==> config.mk <==
export PLATFORM = sky130hd
export DESIGN_NAME = btb_assoc
export DESIGN_NICKNAME = d
export VERILOG_FILES = /design/src/rtl/btb_pkg.sv /design/src/rtl/btb_assoc_sat_counter_upd.sv /design/src/rtl/btb_assoc.sv
export SDC_FILE = /design/constraint.sdc
export NUM_CORES = 1
export LEC_CHECK = 0
export ABC_AREA = 1
export CAP_MARGIN = 20
export CORE_AREA = 2 2 402 404
export DETAILED_ROUTE_END_ITERATION = 10
export DIE_AREA = 0 0 404 406
export PLACE_DENSITY = 0.44
export SKIP_CTS_REPAIR_TIMING = 1
export SYNTH_ARGS = -nofsm -noshare
export SYNTH_HDL_FRONTEND = slang
export SYNTH_SLANG_ARGS = --single-unit
==> constraint.sdc <==
create_clock -name clk -period 6 [get_ports clk]
set_input_delay 1.8 -clock clk [delete_from_list [all_inputs] [get_ports clk]]
set_output_delay 1.8 -clock clk [all_outputs]
set_load 0.01 [all_outputs]
==> src/rtl/btb_pkg.sv <==
// Shared definitions for the set-associative branch target buffer:
// width-derivation helpers, counter init value and the flush FSM states.
package btb_pkg;

  typedef enum logic [0:0] {
    IDLE  = 1'b0,
    FLUSH = 1'b1
  } fsm_state_e;

  localparam int CTR_WIDTH_DEFAULT = 2;
  localparam logic [CTR_WIDTH_DEFAULT-1:0] CTR_WEAK_TAKEN = 2'b10;

  function automatic int set_bits(input int sets);
    return $clog2(sets);
  endfunction

  // A single-way BTB still carries a 1-bit way index.
  function automatic int way_bits(input int ways);
    return (ways > 1) ? $clog2(ways) : 1;
  endfunction

  function automatic int tag_width(input int pc_width, input int idx_lsb, input int sets);
    return pc_width - idx_lsb - $clog2(sets);
  endfunction

  // Weakly-taken pattern for an arbitrary counter width: MSB set, rest clear.
  function automatic logic [31:0] ctr_weak_taken(input int ctr_width);
    return 32'd1 << (ctr_width - 1);
  endfunction

endpackage

==> src/rtl/btb_assoc_sat_counter_upd.sv <==
// Next value of a saturating direction counter; never wraps in either direction.
module sat_counter_upd #(
  parameter int CTR_WIDTH = 2
) (
  input  logic [CTR_WIDTH-1:0] ctr,
  input  logic                 taken,
  output logic [CTR_WIDTH-1:0] ctr_next
);

  localparam logic [CTR_WIDTH-1:0] CTR_MAX = '1;
  localparam logic [CTR_WIDTH-1:0] CTR_ONE = CTR_WIDTH'(1);

  always_comb begin
    ctr_next = ctr;
    if (taken) begin
      if (ctr != CTR_MAX) ctr_next = ctr + CTR_ONE;
    end else begin
      if (ctr != '0) ctr_next = ctr - CTR_ONE;
    end
  end

endmodule

==> src/rtl/btb_assoc.sv <==
// Set-associative BTB: combinational lookup on the fetch PC, registered
// resolve-stage update with per-set round-robin victims, multi-cycle flush.
module btb_assoc
  import btb_pkg::*;
#(
  parameter int PC_WIDTH  = 32,
  parameter int SETS      = 8,
  parameter int WAYS      = 2,
  parameter int CTR_WIDTH = 2,
  parameter int IDX_LSB   = 2
) (
  input  logic                               clk,
  input  logic                               rst_n,
  input  logic [PC_WIDTH-1:0]                pc_current,
  output logic                               pred_hit,
  output logic                               pred_taken,
  output logic [PC_WIDTH-1:0]                pred_target,
  output logic [btb_pkg::way_bits(WAYS)-1:0] pred_way,
  input  logic                               upd_valid,
  input  logic [PC_WIDTH-1:0]                upd_pc,
  input  logic [PC_WIDTH-1:0]                upd_target,
  input  logic                               upd_taken,
  input  logic                               flush_req,
  output logic                               busy
);

  localparam int SET_BITS  = set_bits(SETS);
  localparam int WAY_BITS  = way_bits(WAYS);
  localparam int TAG_WIDTH = tag_width(PC_WIDTH, IDX_LSB, SETS);
  localparam int TAG_LSB   = IDX_LSB + SET_BITS;
  localparam logic [CTR_WIDTH-1:0] CTR_INIT = CTR_WIDTH'(ctr_weak_taken(CTR_WIDTH));
  localparam logic [WAY_BITS-1:0]  LAST_WAY = WAY_BITS'(WAYS - 1);
  localparam logic [SET_BITS-1:0]  LAST_SET = SET_BITS'(SETS - 1);

  fsm_state_e           state_reg;
  logic [SET_BITS-1:0]  flush_cnt_reg;
  logic [WAYS-1:0]      valid_reg  [SETS];
  logic [CTR_WIDTH-1:0] ctr_reg    [SETS][WAYS];
  logic [WAY_BITS-1:0]  victim_reg [SETS];
  logic [TAG_WIDTH-1:0] tag_mem    [SETS][WAYS];
  logic [PC_WIDTH-1:0]  target_mem [SETS][WAYS];

  logic [SET_BITS-1:0]  look_set;
  logic [TAG_WIDTH-1:0] look_tag;
  logic [WAYS-1:0]      look_match;
  logic                 look_hit;
  logic [WAY_BITS-1:0]  look_way;

  logic [SET_BITS-1:0]  upd_set;
  logic [TAG_WIDTH-1:0] upd_tag;
  logic [WAYS-1:0]      upd_match;
  logic                 upd_hit;
  logic [WAY_BITS-1:0]  upd_hit_way;
  logic                 free_any;
  logic [WAY_BITS-1:0]  free_way;
  logic [WAY_BITS-1:0]  alloc_way;
  logic [WAY_BITS-1:0]  victim_next;
  logic [CTR_WIDTH-1:0] ctr_sel;
  logic [CTR_WIDTH-1:0] ctr_upd;
  logic                 upd_en;
  logic                 do_hit;
  logic                 do_alloc;

  assign look_set = pc_current[TAG_LSB-1:IDX_LSB];
  assign look_tag = pc_current[PC_WIDTH-1:TAG_LSB];
  assign upd_set  = upd_pc[TAG_LSB-1:IDX_LSB];
  assign upd_tag  = upd_pc[PC_WIDTH-1:TAG_LSB];

  genvar gi;
  generate
    for (gi = 0; gi < WAYS; gi++) begin : g_way_cmp
      assign look_match[gi] = valid_reg[look_set][gi] && (tag_mem[look_set][gi] == look_tag);
      assign upd_match[gi]  = valid_reg[upd_set][gi]  && (tag_mem[upd_set][gi]  == upd_tag);
    end
  endgenerate

  // Descending scans so the lowest matching / free way is the one that sticks.
  always_comb begin
    look_hit    = 1'b0;
    look_way    = '0;
    upd_hit     = 1'b0;
    upd_hit_way = '0;
    free_any    = 1'b0;
    free_way    = '0;
    for (int w = WAYS - 1; w >= 0; w--) begin
      if (look_match[w]) begin
        look_hit = 1'b1;
        look_way = WAY_BITS'(w);
      end
      if (upd_match[w]) begin
        upd_hit     = 1'b1;
        upd_hit_way = WAY_BITS'(w);
      end
      if (!valid_reg[upd_set][w]) begin
        free_any = 1'b1;
        free_way = WAY_BITS'(w);
      end
    end
  end

  assign busy        = (state_reg == FLUSH);
  assign pred_hit    = look_hit && !busy;
  assign pred_taken  = pred_hit ? ctr_reg[look_set][look_way][CTR_WIDTH-1] : 1'b0;
  assign pred_target = pred_hit ? target_mem[look_set][look_way] : '0;
  assign pred_way    = pred_hit ? look_way : '0;

  assign alloc_way   = free_any ? free_way : victim_reg[upd_set];
  assign victim_next = (victim_reg[upd_set] == LAST_WAY) ? '0 : victim_reg[upd_set] + WAY_BITS'(1);
  assign ctr_sel     = ctr_reg[upd_set][upd_hit_way];

  // A flush request wins over an update presented in the same cycle.
  assign upd_en   = (state_reg == IDLE) && !flush_req && upd_valid;
  assign do_hit   = upd_en && upd_hit;
  assign do_alloc = upd_en && !upd_hit && upd_taken;

  sat_counter_upd #(
    .CTR_WIDTH(CTR_WIDTH)
  ) u_ctr_upd (
    .ctr     (ctr_sel),
    .taken   (upd_taken),
    .ctr_next(ctr_upd)
  );

  always_ff @(posedge clk or negedge rst_n) begin
    if (!rst_n) begin
      state_reg     <= IDLE;
      flush_cnt_reg <= '0;
      for (int s = 0; s < SETS; s++) begin
        valid_reg[s]  <= '0;
        victim_reg[s] <= '0;
        for (int w = 0; w < WAYS; w++) ctr_reg[s][w] <= '0;
      end
    end else begin
      case (state_reg)
        IDLE: begin
          if (flush_req) begin
            state_reg     <= FLUSH;
            flush_cnt_reg <= '0;
          end else if (do_hit) begin
            ctr_reg[upd_set][upd_hit_way] <= ctr_upd;
          end else if (do_alloc) begin
            valid_reg[upd_set][alloc_way] <= 1'b1;
            ctr_reg[upd_set][alloc_way]   <= CTR_INIT;
            if (!free_any) victim_reg[upd_set] <= victim_next;
          end
        end
        FLUSH: begin
          valid_reg[flush_cnt_reg]  <= '0;
          victim_reg[flush_cnt_reg] <= '0;
          flush_cnt_reg             <= flush_cnt_reg + SET_BITS'(1);
          if (flush_cnt_reg == LAST_SET) state_reg <= IDLE;
        end
        default: state_reg <= IDLE;
      endcase
    end
  end

  // Tag/target payload carries no reset; validity lives in valid_reg.
  always_ff @(posedge clk) begin
    if (do_hit && upd_taken) begin
      target_mem[upd_set][upd_hit_way] <= upd_target;
    end
    if (do_alloc) begin
      tag_mem[upd_set][alloc_way]    <= upd_tag;
      target_mem[upd_set][alloc_way] <= upd_target;
    end
  end

endmodule

==> metrics.md, run 1 <==
| Metric | Value |
|---|---|
| Result of the run | complete, but fails checks |
| Violations in the final reports | negative setup slack |
| Yosys synthesis warning count | 0 |
| Worst Setup Slack, final | -0.618 ns |
| Post-Synth Adder-Cell Area | less than 1% |
| Post-Layout Cell Count | approximately 7500 |
| Endpoint type of the worst setup path | output pin |
| Hold Path Class | reg -> reg |
| Number of hold-slack violations in the final timing report | 0 |
| Die W | 404 µm |
| Post-detailed-routing wire length | 176000 µm |
| FF-to-FF path depth | 17 |
| Synth Area in Compound Gates | 13.0% |
| Relative max-transition margin | 27.7% |
| Fin crit period | 6.62 ns |
| Highest clock frequency the design can meet | 0.151 GHz |
| Height of the chip | 406 µm |
| Dominant combinational cell family by area after synthesis | simple AND/OR/NAND/NOR gates |
| Wire length of the first global-routing pass | 247000 µm |
| Worst setup path class | in -> out |
| Transition at the pin with the smallest max-transition slack | between 1 and 1.5 ns |
| Max-slew violations | 0 |
| Most common cell after layout, fill and taps aside | nand2_1 |
| Skew-Pair Late Insertion Delay | roughly 0.78 ns |
| Maximum count of clock buffers along a single path | 3 |
| Vias after detailed routing | 37900 |
| Portion of netlist area occupied by mux cells | 0.0210% |
| Remaining design rule violation count | 0 |
| Area fraction in and, or, nand and nor cells after synthesis | 17.5% |
| Number of rows created at floorplan | ~150 |
| Post-synthesis area per instance | about 9.6 µm² |
| Share of the clock period used by the worst path | 110% |
| Flip-flop count of the largest register, all copies and words added | about 510 |
| Via count of the first global-routing pass | 35300 |
| Detailed Routing Iterations Pass 1 | 6 |
| Worst setup SP type | input pin |
| Area of the mapped netlist | 47700 µm² |
| Number of cells after detailed placement | between 7000 and 8000 |
| Clock-pin slew reported for the worst setup and hold paths after clock tree synthesis | 0.06 ns |
| Setup-violating endpoint count in the final report | 35 |
| IR Drop Worst-Case VDD | 0.000250 V |
| Iteration-0 DRC Markers | 3727 |
| Largest net degree at the start of global routing | 165 |
| Clk sinks | 1004 |
| Num CTS Buffers | 115 |
| Global route total overflow | 0 |
| Register area share after synthesis | a little over three fifths |
| Ratio of cells with drive above 1 in the final layout | between 10% and 20% |
| Number of enable-type register cells in the synthesized netlist | 944 |
| XOR/XNOR share of the synthesized area | less than 1% |
| Finished layout cell area | 59900 µm² |
| Depth of the CTS H-tree | 3 |
| Root cell of the clock tree | clkbuf_16 |
| Hold Slack | 0.486 ns |
| Final weighted congestion in routability-driven placement | 0.913 |
| Maximum fanout along the worst path | 8 |
| Syn Inst Count | just under 5000 |
| Max Clock Skew | 0.102 ns |
| Area growth from synthesis to final layout | 25.5% |
| Worst Hold Depth | 2 |
| Total area of sequential cells | around 30000 µm² |
| Leak pwr | approximately 23 nW |
| Area taken by multi-input logic gates | 15500 µm² |
| Number of antenna violations at the first check in global routing | 5 |
| Unrepaired setup endpoints after global routing | true |
| Pwr dens | 295 nW/µm² |
| Buffers on Ports | roughly 130 |
| Nets | between 5000 and 6000 |
| Arrival time at the worst endpoint | 4.82 ns |
| Setup TNS | -18.36 ns |
| Num ports | about 140 |
| Synthesis-stage register bit count | 1004 |
| Core Box Area | 160000 µm² |
| Number of maximum-capacitance violations | 0 |
| Vias per cell | 5.05 |
| Count of filler cells inserted in the layout | 15800 |
| Synth Flop Type | edfxtp_1 |
| Detailed-route wire length per cell | 23.5 µm |
| Post-detail-place hpwl | 108000 µm |
| Fraction of synthesis flops using an asynchronous set or reset pin | 5.98% |
| Synthesized Nets | 5071 |
| Post-route ant nets | 0 |
| Clock tree from TritonCTS | yes |
| Area of the die | about 160000 µm² |
| Total global-route track usage | 20.5% |
| Placed standard-cell area | between 50000 and 60000 µm² |
| Synth cell types | 47 |
| Most frequent cells in the layout | 1076 x nand2_1, 944 x edfxtp_1, 565 x o21ai_0, 479 x nor2_1, 456 x inv_1 |
| Initial standard-cell utilization of the core | 29.9% |
| CP Data Required Time | roughly 4.2 ns |
-- per-stage QoR --
| step | utilization, % | worst slack, ns | total power (W) |
|---|---|---|---|
| final | 37.5 | -0.618 | 0.0176 |
| after global placement | 34.3 | -1.13 | 0.0102 |
| after CTS | 36.8 | -1.18 | 0.0177 |
| after global routing | 37.5 | -0.685 | 0.0183 |
| after floorplan | - | 0.202 | 0.00922 |
| after detailed placement | 34.3 | -1.16 | 0.0102 |
-- report_power, final --
part / total [W] / internal, W / switching, W
clock network: 0.00742 / 0.00439 / 0.00302
registers: 0.00798 / 0.00783 / 0.000145
logic: 0.00225 / 0.000760 / 0.00149
-- routing by layer --
| layer | vias up | share of wire, % | track usage, % |
|---|---|---|---|
| met3 | 229 | 6.1 | 2.44 |
| met2 | 1197 | 46 | 32.7 |
| li1 | 17800 | - | - |
| met1 | 18700 | 46 | 29.6 |
| met4 | 6 | 2.3 | 4.99 |
| met5 | - | 0.023 | 0 |
-- layout make-up --
class / count / share of cell area [%]
Tap cell: 2086 / 4.36
Timing Repair Buffer: 524 / 10.2
Sequential cell: 1004 / 49.9
Antenna cell: 2 / 0.00836
Clock buffer: 144 / 5.11
Timing Repair inverter: 1 / 0.0188
Inverter: 466 / 3.00
Clock inverter: 72 / 1.58
Multi-Input combinational cell: 3204 / 25.8
-- critical path: stages --
cell and delay [ns]:
buf_16 0.18, clkinv_16 0.11, buf_12 0.16, buf_12 0.15, a21oi_2 0.12, o21ai_1 0.08
nand3_1 0.13, nand2_2 0.13, xnor2_2 0.15, nor2_1 0.11, nand2_1 0.08, nor2_1 0.11
nand3_1 0.13, buf_6 0.16, buf_6 0.11, o21ai_4 0.20, buf_12 0.15, buf_12 0.14
buf_4 0.12, nand3_2 0.08, nor2_4 0.23, buf_6 0.13
-- final timing paths --
path	from	to	slack, ns
worst max-delay path	pc_current[2]	pred_target[1]	-0.62
worst min-delay path	valid_reg[15]	valid_reg[15]	0.49
worst max register to register	tag_mem[4][43]	target_mem[3][31]	2.46
worst min register to register	valid_reg[15]	valid_reg[15]	0.49
max in group asynchronous	rst_n	ctr_reg[5]	3.93
min in group asynchronous	rst_n	ctr_reg[22]	1.07
-- logic make-up (layout without fill, tap and decap cells) --
logic type,after synthesis,count (layout)
adders and majority gates,2,2
buffers and inverters,760,1207
AOI/OAI and AO/OA,1128,1128
xor gates and xnor gates,18,18
and+or+nand+nor,2055,2055
muxes,1,1
DFF,1004,1004
other,0,2
-- synthesized netlist by cell type (34+ instances only) --
library cell	number	area share, %
nor2_1	537	4.2
a21oi_1	272	2.9
nand3_1	356	3.7
buf_2	91	0.95
nand2_1	1088	8.6
o21ai_1	47	0.49
o21ai_0	595	6.2
edfxtp_1	944	59
o221ai_1	34	0.62
inv_1	458	3.6
clkbuf_1	153	1.2
o22ai_1	75	0.98
dfrtp_1	60	3.1
o211ai_1	44	0.69
No activity file was read; power rests on OpenSTA's default activity.
==> inputs of run 2 (changes only) <==
--- a/config.mk
+++ b/config.mk
@@ -11,6 +11,7 @@
 export DETAILED_ROUTE_END_ITERATION = 10
 export DIE_AREA = 0 0 404 406
 export PLACE_DENSITY = 0.44
+export SETUP_SLACK_MARGIN = 0.05
 export SKIP_CTS_REPAIR_TIMING = 1
 export SYNTH_ARGS = -nofsm -noshare
 export SYNTH_HDL_FRONTEND = slang
==> run 2 against run 1 <==
  * The run still ends with negative setup slack left
  * Count of clock-buffer cells in the layout is the same
  * Design area grew 0.29%
  * Routed wire length grew 0.43%
==> metrics.md, run 2 (synthesized netlist as in run 1, its figures left out) <==
| Metric | Value |
|---|---|
| Post-detailed-routing wire length | 177000 µm (+0.43%) |
| Hold Slack | 0.489 ns (+0.00286 ns) |
| Core Box Area | 160000 µm² (unchanged) |
| Initial standard-cell utilization of the core | 29.9% (unchanged) |
| Max-slew violations | 0 (unchanged) |
| Total global-route track usage | 20.5% (unchanged) |
| Reg-to-reg slack, setup | 2.49 ns (+0.03 ns) |
| Number of maximum-capacitance violations | 0 (unchanged) |
| Post-route ant nets | 0 (unchanged) |
| Share of the clock period used by the worst path | 111% (+0.24 points) |
| Count of filler cells inserted in the layout | 15800 (-0.070%) |
| RR Startpoint | tag_mem[4][43] |
| Nets | 5425 (+0.11%) |
| Design Power | 0.0177 W (+0.11%) |
| Largest net degree at the start of global routing | 165 (unchanged) |
| IR Drop Worst-Case VDD | 0.000249 V (-0.24%) |
| Max Clock Skew | 0.103 ns (+0.00120 ns) |
| Arrival time at the worst endpoint | 4.83 ns (about the same) |
| Worst setup SP type | input pin |
| Ratio of cells with drive above 1 in the final layout | 14.2% (+0.32 points) |
| Setup TNS | -19.01 ns (-0.649 ns) |
| Root cell of the clock tree | clkbuf_16 |
| Most frequent cells in the layout | 1076 x nand2_1, 944 x edfxtp_1, 565 x o21ai_0, 476 x nor2_1, 456 x inv_1 |
| Finished layout cell area | 60000 µm² (+0.29%) |
| Wire length of the first global-routing pass | 247000 µm (unchanged) |
| Worst Setup Slack, final | -0.632 ns (-0.0143 ns) |
| Clk sinks | 1004 (unchanged) |
| Iteration-0 DRC Markers | 3577 (-4.0%) |
| Via count of the first global-routing pass | 35300 (unchanged) |
| Fin crit period | 6.63 ns (+0.0143 ns) |
| Maximum fanout along the worst path | 8 (unchanged) |
| Global route total overflow | 0 (unchanged) |
| Worst reg2reg path endpoint | target_mem[3][31] |
| Worst Hold Depth | 2 (unchanged) |
| Hold Path Class | reg -> reg |
| Die W | 404 µm (unchanged) |
| Post-detail-place hpwl | 108000 µm (unchanged) |
| Clock tree from TritonCTS | yes |
| Num CTS Buffers | 115 (unchanged) |
| Maximum count of clock buffers along a single path | 3 (unchanged) |
| Vias per cell | 5.06 (+0.18%) |
| Final weighted congestion in routability-driven placement | 0.913 (unchanged) |
| Skew-Pair Late Insertion Delay | 0.78 ns (about the same) |
| Worst setup path class | in -> out |
| Highest clock frequency the design can meet | 0.151 GHz (-0.22%) |
| Placed standard-cell area | 54700 µm² (unchanged) |
| Relative max-transition margin | 27.7% (about the same) |
| Most common cell after layout, fill and taps aside | nand2_1 |
| Unrepaired setup endpoints after global routing | true |
| Depth of the CTS H-tree | 3 (unchanged) |
| Violations in the final reports | negative setup slack |
| CP Data Required Time | 4.20 ns (about the same) |
| Num ports | 137 (unchanged) |
| Transition at the pin with the smallest max-transition slack | 1.09 ns (-0.0000218 ns) |
| Buffers on Ports | 132 (unchanged) |
| Result of the run | complete, but fails checks |
| Height of the chip | 406 µm (unchanged) |
| End point of the most critical hold path | valid_reg[15] |
| Number of rows created at floorplan | 147 (unchanged) |
| Remaining design rule violation count | 0 (unchanged) |
| Flip-flop count of the largest register, all copies and words added | 512 (unchanged) |
| Min-Delay Startpoint | valid_reg[15] |
| Number of antenna violations at the first check in global routing | 5 (unchanged) |
| Setup-violating endpoint count in the final report | 35 (unchanged) |
| Detailed Routing Iterations Pass 1 | 6 (unchanged) |
| Endpoint type of the worst setup path | output pin |
| FF-to-FF path depth | 17 (unchanged) |
| Area growth from synthesis to final layout | 25.8% |
| Leak pwr | 22.8 nW (+0.13%) |
| Pwr dens | 294 nW/µm² (-0.19%) |
| Number of hold-slack violations in the final timing report | 0 (unchanged) |
| Vias after detailed routing | 38000 (+0.28%) |
| Area of the die | 164000 µm² (unchanged) |
| Detailed-route wire length per cell | 23.5 µm (+0.34%) |
| Clock-pin slew reported for the worst setup and hold paths after clock tree synthesis | 0.06 ns (about the same) |
-- run 2: changes by cell type in the layout (fill, tap and decap cells not counted), sizes merged --
cell | previous run | this run
dlymetal6s2s | 1 | 0
clkbuf | 170 | 172
diode | 2 | 3
buf | 405 | 410
-- run 2: how the worst max path moves through the flow --
stage | depth (start not counted) | slack, ns | from | end
floorplan | 14 | 0.20 | pc_current[4] | pred_target[10]
global placement | 21 | -1.13 | pc_current[2] | pred_target[0]
detailed placement | 20 | -1.16 | pc_current[2] | pred_target[0]
CTS | 20 | -1.18 | pc_current[2] | pred_target[0]
global route | 21 | -0.71 | pc_current[2] | pred_target[16]
finish | 23 | -0.63 | pc_current[2] | pred_target[16]
-- run 2: layout make-up --
class / count / area (µm²) / share of cell area, %
Clock inverter: 72 / 947 / 1.58
Timing Repair Buffer: 530 / 6230 / 10.4
Antenna cell: 3 / 7.51 / 0.0125
Inverter: 466 / 1800 / 2.99
Multi-Input combinational cell: 3204 / 15500 / 25.9
Sequential cell: 1004 / 29800 / 49.7
Clock buffer: 144 / 3060 / 5.09
Timing Repair inverter: 1 / 11.3 / 0.0188
Tap cell: 2086 / 2610 / 4.35
-- run 2: metal layers --
| layer | global-route usage [%] | routed length, µm |
|---|---|---|
| met5 | 0 | 41 |
| met4 | 4.99 | 4340 |
| met3 | 2.44 | 10700 |
| met2 | 32.7 | 80300 |
| met1 | 29.6 | 81500 |
-- run 2: where the power goes --
| group | leakage (nW) | switching, W | internal (W) | total, W |
|---|---|---|---|---|
| Combinational | 11.6 | 0.00150 | 0.000760 | 0.00226 |
| Sequential | 9.24 | 0.000145 | 0.00783 | 0.00798 |
| Clock | 1.95 | 0.00303 | 0.00439 | 0.00742 |
-- run 2: through the flow --
stage	util, %	worst slack (ns)	cells
finish	37.6	-0.632	7510
global route	37.6	-0.713	7508
CTS	36.8	-1.18	7466
detailed placement	34.3	-1.16	7250
global placement	34.3	-1.13	7250
floorplan	-	0.202	4968
-- run 2: worst max-delay path, stage by stage --
cell       delay, ns
buf_16          0.18
clkinv_16       0.11
buf_12          0.16
buf_12          0.15
a21oi_2         0.12
o21ai_1         0.08
nand3_1         0.12
nand2_2         0.13
xnor2_2         0.15
nor2_1          0.11
nand2_1         0.08
nor2_1          0.11
nand3_1         0.14
buf_6           0.17
buf_6           0.11
o21ai_4         0.20
buf_12          0.15
buf_12          0.11
buf_12          0.15
buf_12          0.11
nand3_4         0.07
nor2_4          0.14
buf_6           0.11
